**src/rtl/fetch_queue.sv**
```systemverilog
// fetch_queue: instruction fetch front end for the 5-stage MIPS pipeline.
// Owns the fetch PC, drives a synchronous instruction ROM, and buffers the
// returned words in a small FIFO ahead of the IF/ID latch. A taken branch
// from MEM flushes everything buffered or in flight and reloads the PC.
// Optional feature macro: FETCH_PERF_EN adds perf_fetch / perf_flush counters.
module fetch_queue #(
   parameter int          DEPTH    = 4,
   parameter int          AW       = 10,
   parameter logic [31:0] RESET_PC = 32'h0000_0000
) (
   input  logic          clk,
   input  logic          rst_n,
   input  logic          redirect,
   input  logic [31:0]   redirect_pc,
   output logic [AW-1:0] rom_addr,
   input  logic [31:0]   rom_data,
   input  logic          id_ready,
   output logic          id_valid,
   output logic [31:0]   id_instr,
   output logic [31:0]   id_next_pc,
   output logic [31:0]   fetch_pc
`ifdef FETCH_PERF_EN
  ,output logic [31:0]   perf_fetch,
   output logic [15:0]   perf_flush
`endif
);

   localparam int PW = $clog2(DEPTH);
   localparam int CW = PW + 1;

   logic [31:0]   pc;
   logic          req_v;
   logic [31:0]   req_pc;
   logic [PW-1:0] rd_ptr;
   logic [PW-1:0] wr_ptr;
   logic [CW-1:0] count;
   logic [31:0]   mem_instr [DEPTH];
   logic [31:0]   mem_npc   [DEPTH];

   logic [CW:0]   credit;
   logic          issue;
   logic          push;
   logic          pop;

   // Credit uses registered count and in-flight flag only; a same-cycle pop
   // frees space one cycle later, which keeps rom_data off the issue path.
   assign credit = {1'b0, count} + {{CW{1'b0}}, req_v};
   assign issue  = !redirect && (credit < (CW+1)'(DEPTH));
   assign push   = req_v && !redirect;
   assign pop    = id_valid && id_ready && !redirect;

   assign rom_addr   = pc[AW+1:2];
   assign fetch_pc   = pc;
   assign id_valid   = (count != '0);
   assign id_instr   = id_valid ? mem_instr[rd_ptr] : 32'h0;
   assign id_next_pc = id_valid ? mem_npc[rd_ptr]   : 32'h0;

   // PC and in-flight request slot; redirect overrides any issue.
   // NOTE: sequential state uses non-blocking assignments so every register
   // samples pre-edge values regardless of statement order.
   always_ff @(posedge clk or negedge rst_n) begin
      if (!rst_n) begin
         pc     <= RESET_PC;
         req_v  <= 1'b0;
         req_pc <= 32'h0;
      end else if (redirect) begin
         pc     <= redirect_pc & 32'hFFFF_FFFC;
         req_v  <= 1'b0;
      end else if (issue) begin
         req_v  <= 1'b1;
         req_pc <= pc;
         pc     <= pc + 32'd4;
      end else begin
         req_v  <= 1'b0;
      end
   end

   // FIFO pointers and occupancy; flush on redirect discards all entries.
   always_ff @(posedge clk or negedge rst_n) begin
      if (!rst_n) begin
         rd_ptr <= '0;
         wr_ptr <= '0;
         count  <= '0;
      end else if (redirect) begin
         rd_ptr <= '0;
         wr_ptr <= '0;
         count  <= '0;
      end else begin
         if (push) wr_ptr <= wr_ptr + PW'(1);
         if (pop)  rd_ptr <= rd_ptr + PW'(1);
         case ({push, pop})
            2'b10:   count <= count + CW'(1);
            2'b01:   count <= count - CW'(1);
            default: count <= count;
         endcase
      end
   end

   // FIFO storage written with the returning ROM word and its PC+4.
   // NOTE: storage has no reset; outputs are gated by id_valid, so stale
   // contents are never visible and the array can map to plain RAM/flops.
   always_ff @(posedge clk) begin
      if (push) begin
         mem_instr[wr_ptr] <= rom_data;
         mem_npc[wr_ptr]   <= req_pc + 32'd4;
      end
   end

`ifdef FETCH_PERF_EN
   // Delivered-instruction counter (wraps) and saturating redirect counter.
   always_ff @(posedge clk or negedge rst_n) begin
      if (!rst_n) begin
         perf_fetch <= 32'h0;
         perf_flush <= 16'h0;
      end else begin
         if (pop) perf_fetch <= perf_fetch + 32'd1;
         if (redirect && (perf_flush != 16'hFFFF)) perf_flush <= perf_flush + 16'd1;
      end
   end
`else
   // Performance counters are not built in this configuration.
`endif

endmodule

```
**config.mk**
```make
export PLATFORM = sky130hd
export DESIGN_NAME = fetch_queue
export DESIGN_NICKNAME = d
export VERILOG_FILES = /design/src/rtl/fetch_queue.sv
export SDC_FILE = /design/constraint.sdc
export NUM_CORES = 1
export LEC_CHECK = 0
export ABC_AREA = 1
export BUFFER_PORTS_ARGS = -buffer_cell sky130_fd_sc_hd__buf_2
export CELL_PAD_IN_SITES_DETAIL_PLACEMENT = 1
export CELL_PAD_IN_SITES_GLOBAL_PLACEMENT = 2
export CORE_MARGIN = 3
export CORE_UTILIZATION = 34
export CTS_CLUSTER_SIZE = 10
export DETAILED_ROUTE_END_ITERATION = 8
export GPL_TIMING_DRIVEN = 0
export MAX_ROUTING_LAYER = met4
export PLACE_DENSITY = 0.84
export SETUP_SLACK_MARGIN = 0.02
export SLEW_MARGIN = 40
export SYNTH_ARGS = -nofsm -noshare
export SYNTH_HDL_FRONTEND = slang
export SYNTH_SLANG_ARGS = --single-unit
```
**constraint.sdc**
```tcl
create_clock -name clk -period 3.6 [get_ports clk]
set_clock_uncertainty 0.15 [all_clocks]
set_input_delay 0.72 -clock clk [delete_from_list [all_inputs] [get_ports clk]]
set_output_delay 0.72 -clock clk [all_outputs]
set_load 0.02 [all_outputs]
```
==> flow_metrics.tcl <==
set metrics [dict create \
    status "finished, final reports clean" \
    cp-end-kind "output port" \
    dieWidth_um 210 \
    syn_area_per_cell_um2 10.2 \
    grt_pass1_vias 11800 \
    setup_tns_ps 0 \
    crit_start "rd_ptr[0]" \
    r2r_slack_ps 1300 \
    hold_violations 0 \
    yosysSeqAreaShare_pct 64.4 \
    fin_nets 1699 \
    syn_inst 1394 \
    r2r-start "count[0]" \
    cp_top_family "buffers and inverters" \
    synth_compound_area_share_pct 9.13 \
    wl_per_cell_um 19.9 \
    post_cts_buffers 0 \
    tightest_slew_ps 673 \
    cts_tree "done" \
    synth_top_area_cell "edfxtp_1" \
    syn_area_um2 14200 \
    hpwlAfterDp_mm 31.5 \
    path_depth 7 \
    yosysMostFrequentCell "nor2_1" \
    area_growth_pct 21.8 \
    num_rows 74 \
    path_clk_slew_ps 60 \
    cp_max_fo 10 \
    clkSinkCount 316 \
    final_core_util_pct 42.2 \
    p_per_area_nw_per_um2 771 \
    dr_total_vias 10800 \
    met3_usage_pct 2.55 \
    first_iter_violations 544 \
    power_mw 13.3 \
    crit_end "id_next_pc[10]" \
    met2_usage_pct 35.5 \
    wl_mm 43.3 \
    slew_viol_final 0 \
    cts_made_buffers 39 \
    r2r_end "count[2]" \
    path_class "flip-flop to output port" \
    hp-class "primary input to flip-flop" \
    r2r_cells 9 \
    min_path_cells 1 \
    num-fill-cells 4632 \
    ys_dominant_reg_cell "edfxtp_1" \
    synth_cell_type_count 38 \
    synth-seq-cells 316 \
    crit_top_cell "buf_2" \
    min_period_over_period_pct 95.9 \
    synth_mux_area_share_pct 0 \
    worstSetupStartpointType "flip-flop" \
    clock_latency_ps 550 \
    fmax_mhz 290 \
    ioPinCount 175 \
    die_area_um2 44200 \
    crit_buf_inv 5 \
    drive_gt1_share_pct 20.4 \
    synth-xor-area-share_pct 2.10 \
    min_period_ps 3450 \
    grt_max_degree 39 \
    yosys.area_share.simple_pct 18.9 \
    port_buffers 168 \
    core-area_um2 41000 \
    critPathSlowestCell "clkbuf_1" \
    critPathMaxStageDelay_ps 380 \
    ir_drop_mv 0.354 \
    synth_top_family_by_area "simple AND/OR/NAND/NOR gates" \
    path_cells "buf_2 -> clkinv_2 -> buf_4 -> clkbuf_1 -> o21ai_0 -> a21oi_1 -> buf_2" \
    worstPathRequired_ps 2730 \
    yosys.area.top_type_share_pct 52.5 \
    drcViolationCount 0 \
    cts_max_level 2 \
    slew-limit-headroom_pct 55.1 \
    synth_fa_ha_area_share_pct 0.670 \
    arrival_ps 2580 \
    grt_first_pass_wirelength_mm 66.9 \
    cts-root-buf "clkbuf_16" \
    first_pass_iters 5 \
    synth_common_cells "328 x nor2_1, 248 x edfxtp_1, 201 x nand2_1, 164 x o21ai_0, 75 x a21oi_1" \
    antenna_found_initial 1 \
    initial_core_util_pct 34.6 \
    synth_area_leaders "edfxtp_1 52%, dfrtp_1 12%, nor2_1 8.7%" \
    rsz0062_at_grt "no" \
    grt_usage_pct 20.1 \
    routed_via_density 4.99 \
    die_h_um 210 \
    postSynth.asyncResetShare_pct 21.5 \
    postRouteAntennaNets 0 \
    grt_use_met1_pct 24.6 \
    maxCapViolations 0 \
    setup_viol 0 \
    clockBufferDepth 3 \
    grt_remaining_overflow 0 \
    synth_edf_count 248 \
    leakage_nw 6.81 \
    place.gp.congestion 0.837 \
    top_usage_layer "met2" \
    ys.warnings.count 0 \
]
-- metrics by stage --
step | instance area (um^2) | instances | hold WS, ps | setup slack, ps
floorplan | 14200 | 1397 | 274 | -637
global placement | 15700 | 2097 | 403 | -3070
detailed placement | 16200 | 2114 | 410 | 534
CTS | 17300 | 2172 | 221 | 54.2
global route | 17300 | 2173 | 229 | 25.5
finish | 17300 | 2175 | 242 | 147
-- layer usage --
metal,vias to the layer above,wire length [um]
li1,5144,-
met1,5365,18500
met2,269,22100
met3,69,1760
met4,0,883
met5,-,0
-- registers in the layout, indices dropped and copies added, names as in the netlist --
signal     cells
mem_npc      120
wr_ptr         2
req_v          1
req_pc        30
fetch_pc      30
rd_ptr         2
mem_instr    128
count          3
-- cells in the final DEF (no fill, tap or decap), types with 10 or more instances in the layout --
master and count:
edfxtp_1 248, buf_4 19, nor2_1 324, clkbuf_1 33
dfrtp_1 68, buf_16 13, inv_1 66, clkbuf_16 39
a21oi_1 75, nor3_1 10, nand3_1 38, nand2_2 11
buf_2 192, o21ai_0 164, xor2_1 29, nor2_4 12
nand2_1 201
-- worst register-to-register path, stage by stage, from the launching register on --
cell and delay, ps:
dfrtp_1 410, inv_1 100, nand3_1 310, nand2_2 280, nor2_4 70, fa_1 380, xor2_1 170, xor2_1 160
nand2_1 60, o21ai_0 90
-- timing repair --
action,in CTS,in global routing
endpoints found under the setup margin,5,2
hold buffers,1,0
resized for setup,3,4
endpoints found under the hold margin,30,0
-- cell families after synthesis --
group	Yosys count
compound gates	253
xor+xnor	34
fa+ha+maj	7
buf+inv	152
flops	316
other cells	1
simple gates	631
-- worst min-delay path by stage --
stage                 start          endpoint  slack (ps)
3_3_place_gp     req_pc[13]        req_pc[13]         400
5_1_grt        rom_data[25]  mem_instr[3][25]         230
6_report       rom_data[25]  mem_instr[3][25]         240
3_5_place_dp     req_pc[13]        req_pc[13]         410
2_1_floorplan         rst_n          count[0]         270
4_1_cts        rom_data[27]  mem_instr[2][27]         220
-- area by class of cell --
cell class,instances,area (um^2),share of cell area (%)
plain buffers,75,390,2.26
repair buffers,186,1280,7.40
inverters,77,292,1.69
multi-input cells,929,4410,25.5
diodes,3,7.51,0.0434
clock buffers,48,1010,5.84
well taps,532,666,3.85
clock inverters,9,82.6,0.478
flip-flops and latches,316,9150,52.9
-- power breakdown --
group / switching [mW] / total, mW / internal, mW
registers: 0.499 / 5.20 / 4.70
clock network: 1.50 / 3.48 / 1.99
logic: 3.30 / 4.64 / 1.34
(Power assumes the default switching activity.)
